## src/rtl/mcpu_alu_core.sv

```systemverilog
// rtl/mcpu_alu_core.sv - MCPU datapath ALU with registered result and sticky carry flag
//
// Combinational AND/OR/XOR/ADD on two word operands, plus a one-cycle
// registered copy of the result and a carry flag that stays set until reset.
//
// Ports:
//   clk         system clock, rising-edge state updates
//   rst_n       asynchronous active-low reset for the registered outputs
//   opcode      operation select (0 AND, 1 OR, 2 XOR, anything else ADD)
//   r1, r2      operands
//   out         combinational result
//   OVERFLOW    combinational unsigned carry-out of ADD, 0 for logic ops
//   out_q       out captured at the previous rising edge
//   ovf_q       OVERFLOW captured at the previous rising edge
//   ovf_sticky  set by any captured carry-out, cleared only by reset

module mcpu_alu_core #(
  parameter int CMD_SIZE  = 2,
  parameter int WORD_SIZE = 2
) (
  input  logic                 clk,
  input  logic                 rst_n,
  input  logic [CMD_SIZE-1:0]  opcode,
  input  logic [WORD_SIZE-1:0] r1,
  input  logic [WORD_SIZE-1:0] r2,
  output logic [WORD_SIZE-1:0] out,
  output logic                 OVERFLOW,
  output logic [WORD_SIZE-1:0] out_q,
  output logic                 ovf_q,
  output logic                 ovf_sticky
);

  localparam logic [CMD_SIZE-1:0] CMD_AND = CMD_SIZE'(0);
  localparam logic [CMD_SIZE-1:0] CMD_OR  = CMD_SIZE'(1);
  localparam logic [CMD_SIZE-1:0] CMD_XOR = CMD_SIZE'(2);

  // One extra bit so the carry-out falls out of the add directly.
  logic [WORD_SIZE:0] sum;

  assign sum = {1'b0, r1} + {1'b0, r2};

  // Every opcode outside the three logic ops decodes as ADD, so unused
  // encodings at wider CMD_SIZE never produce unknown results.
  always_comb begin
    out      = '0;
    OVERFLOW = 1'b0;
    case (opcode)
      CMD_AND: out = r1 & r2;
      CMD_OR:  out = r1 | r2;
      CMD_XOR: out = r1 ^ r2;
      default: {OVERFLOW, out} = sum;
    endcase
  end

  always_ff @(posedge clk or negedge rst_n) begin
    if (!rst_n) begin
      out_q      <= '0;
      ovf_q      <= 1'b0;
      ovf_sticky <= 1'b0;
    end else begin
      out_q      <= out;
      ovf_q      <= OVERFLOW;
      ovf_sticky <= ovf_sticky | OVERFLOW;
    end
  end

endmodule

```

## config.mk

```make
export PLATFORM = sky130hd
export DESIGN_NAME = mcpu_alu_core
export DESIGN_NICKNAME = d
export VERILOG_FILES = /design/src/rtl/mcpu_alu_core.sv
export SDC_FILE = /design/constraint.sdc
export NUM_CORES = 1
export LEC_CHECK = 0
export ABC_AREA = 1
export CORE_AREA = 2 2 39 41
export CTS_BUF_LIST = sky130_fd_sc_hd__clkbuf_8
export DETAILED_ROUTE_END_ITERATION = 6
export DIE_AREA = 0 0 41 43
export GPL_TIMING_DRIVEN = 0
export PLACE_DENSITY = 0.57
export RECOVER_POWER = 25
export SYNTH_ARGS = -nofsm -noshare
export SYNTH_HDL_FRONTEND = slang
export SYNTH_SLANG_ARGS = --single-unit
export TNS_END_PERCENT = 30
```

## constraint.sdc

```tcl
create_clock -name clk -period 2 [get_ports clk]
set_clock_uncertainty 0.15 [all_clocks]
set_input_delay 0.4 -clock clk [delete_from_list [all_inputs] [get_ports clk]]
set_output_delay 0.4 -clock clk [all_outputs]
set_load 0.02 [all_outputs]
```

==> qor.yml <==
final_layout:
  n_antenna_cell: 0
  seq_area_um2: 100.1
  drive_gt1_share_pct: 28.00
  layout_common_cells: "inv_1 (9), nand2_1 (4), dfrtp_1 (4), clkdlybuf4s50_1 (4)"
  syn2layout_area_growth_pct: 84.02
  multi_input_area_um2: 167.7
  finalNetCount: 65
  layout_commonest_cell: "inv_1"
  fill_cells: 150
synth:
  synth_compound_area_share_pct: 0
  ys_seq_area_share_pct: 36.53
  synth_xor_area_share_pct: 0
  synth_fa_ha_area_share_pct: 25.57
  synth.top_cell.area_share_pct: 36.53
  synth_top_family_by_area: "adder cells"
  synthesis.area_um2: 274.0
  synth_cells: 33
  synthTopCellsByArea: "dfrtp_1 (37%), ha_1 (18%), inv_1 (12%)"
  synth_mux_area_share_pct: 0
  yosysTopAreaCell: "dfrtp_1"
  synth-simple-area-share_pct: 25.57
  synth_cell_types: 10
  avgSynthCellArea_um2: 8.303
  synth.ff_latch_count: 4
  syn_nets: 46
  ys_warn_count: 0
power_and_ir_drop:
  leakage_uw: 0.0002556
  p_seq_share_pct: 26.3
  power.switching_uw: 79.66
  pwr-share-comb_pct: 25.6
  internal_power_uw: 256.2
  p_per_area_nw_per_um2: 666.1
  peakVddDrop_mv: 0.1489
  switching_share_pct: 23.72
  clkPwrFrac_pct: 48.1
clocking:
  ctsHtreeMaxLevel: 1
  clock_latency_ps: 210
  cts_sinks: 4
  cts-root-buf: "clkbuf_8"
  tritoncts.num_buffers: 3
  cts_tree: "done"
  clk_path_buf_depth: 2
  cts_hold_buf: 0
  clk_pin_slew_ps: 30
timing:
  fmax_ghz: 0.4749
  slew_violations: 0
  post-route-period-util_pct: 105.3
  finalHoldViolCount: 0
  slew_headroom_pct: 85.70
  layout_setup_ws_ps: -105.8
  period_minus_slack_ps: 2106
  finalSetupTns_ps: -105.8
  tightest_slew_ps: 213.9
  rsz0062_at_grt: "true"
  setup_viol: 1
grt:
  grt_remaining_overflow: 0
  grt_use_total_pct: 8.626
  grt_max_degree: 7
  first_global_vias: 261
  antenna_found_initial: 0
  grt_pass1_wl_um: 1007
floorplanning:
  pin_count: 15
  initial_core_util_pct: 19.80
  core_region_area_um2: 1384
  die_w_um: 41
  die_height_um: 43
  fp-row-count: 14
  die-area_um2: 1763
placement:
  gp_congestion: 0.6745
  dpl_worst_slack_ps: -979.9
  portBuffers: 14
  post-dp-hpwl_um: 512.8
worst_setup_path:
  path_max_fanout: 2
  r2r_slack_ps: 1150
  crit_path_end_kind: "primary output"
  start_kind: "input port"
  crit_type: "in2out"
  cp.arrival_ps: 1560
  critPathRequiredTime_ps: 1450
status:
  status: "finished with violations"
  violations: "setup timing"
routing:
  first_pass_iters: 2
  dr.first_iter.drc_count: 1
  routed_wl_um: 566
  wire_per_inst_um: 8.576
  vias_per_cell: 3.879
  vias: 256
  ant_nets: 0
  drc: 0
min_path:
  hold_path.class: "reg2reg"
job:
  cap_violations: 0
[cell usage after synthesis, drive strengths merged]
master and count:
nand2 5, nand3 4, or2 1, fa 1
nor2 4, dfrtp 4, ha 4, nand3b 1
inv 9
[cells by family (layout without fill, tap and decap cells)]
| logic type | Yosys count | after routing |
|---|---|---|
| buf+inv | 9 | 26 |
| fa+ha+maj | 5 | 5 |
| flops | 4 | 4 |
| simple gates | 15 | 15 |
[per-layer routing]
metal	track usage, %	wire (um)	vias to the layer above
met5	0	0	-
met4	6.000	0	0
met3	3.665	68	0
met2	12.50	284	13
met1	9.615	213	112
li1	-	-	131
[per-stage QoR]
step | hold slack (ps) | cells | total power, uW | utilization, % | area [um^2]
4_1_cts | 252.4 | 66 | 338.2 | 35.71 | 494.2
5_1_grt | 320.6 | 66 | 361.3 | 36.44 | 504.2
3_3_place_gp | 299.5 | 63 | 171.4 | 31.56 | 436.7
2_1_floorplan | -45.59 | 33 | 126.7 | - | 276.5
3_5_place_dp | 300.5 | 63 | 173.1 | 31.56 | 436.7
6_report | 306.8 | 66 | 335.9 | 36.44 | 504.2
[sequential cells by signal (all words and copies together) (netlist names)]
signal and flops:
out_q 2, ovf_q 1, ovf_sticky 1
[timing repair]
action / in CTS / in global routing
pin swaps: 4 / 4
gates resized for setup: 31 / 5
setup endpoints to repair: 3 / 2
buffers inserted: 0 / 0
[cell type report]
class,count,share of cell area [%]
tap,16,3.970
sequential,4,19.85
timing repair buffer,14,28.04
inverter,9,6.700
multi-input combinational,20,33.25
clock buffer,3,8.189
[final timing paths]
path,start,endpoint,cells past startpoint
worst min register to register,ovf_sticky,ovf_sticky,1
max in group asynchronous,rst_n,ovf_q,1
min in group asynchronous,rst_n,out_q[0],1
worst max-delay path,r1[0],out[1],8
worst max register to register,ovf_sticky,ovf_sticky,1
worst min-delay path,ovf_sticky,ovf_sticky,1
[power by group through the flow]
stage	registers [uW]	logic [uW]	clock network, uW
after floorplan	97.3	29.4	0
after global placement	89.2	82.2	0
after detailed placement	89.4	83.7	0
after CTS	88.5	83.9	166
after global routing	89.3	95.9	176
final	88.5	85.8	162
[critical path, cell delays in order]
cell and delay [ps]:
buf_8 100, ha_4 160, fa_1 530, inv_1 50
nand3_2 50, nand2_2 60, nor2_4 90, buf_6 120
No activity file was read; power rests on OpenSTA's default activity.
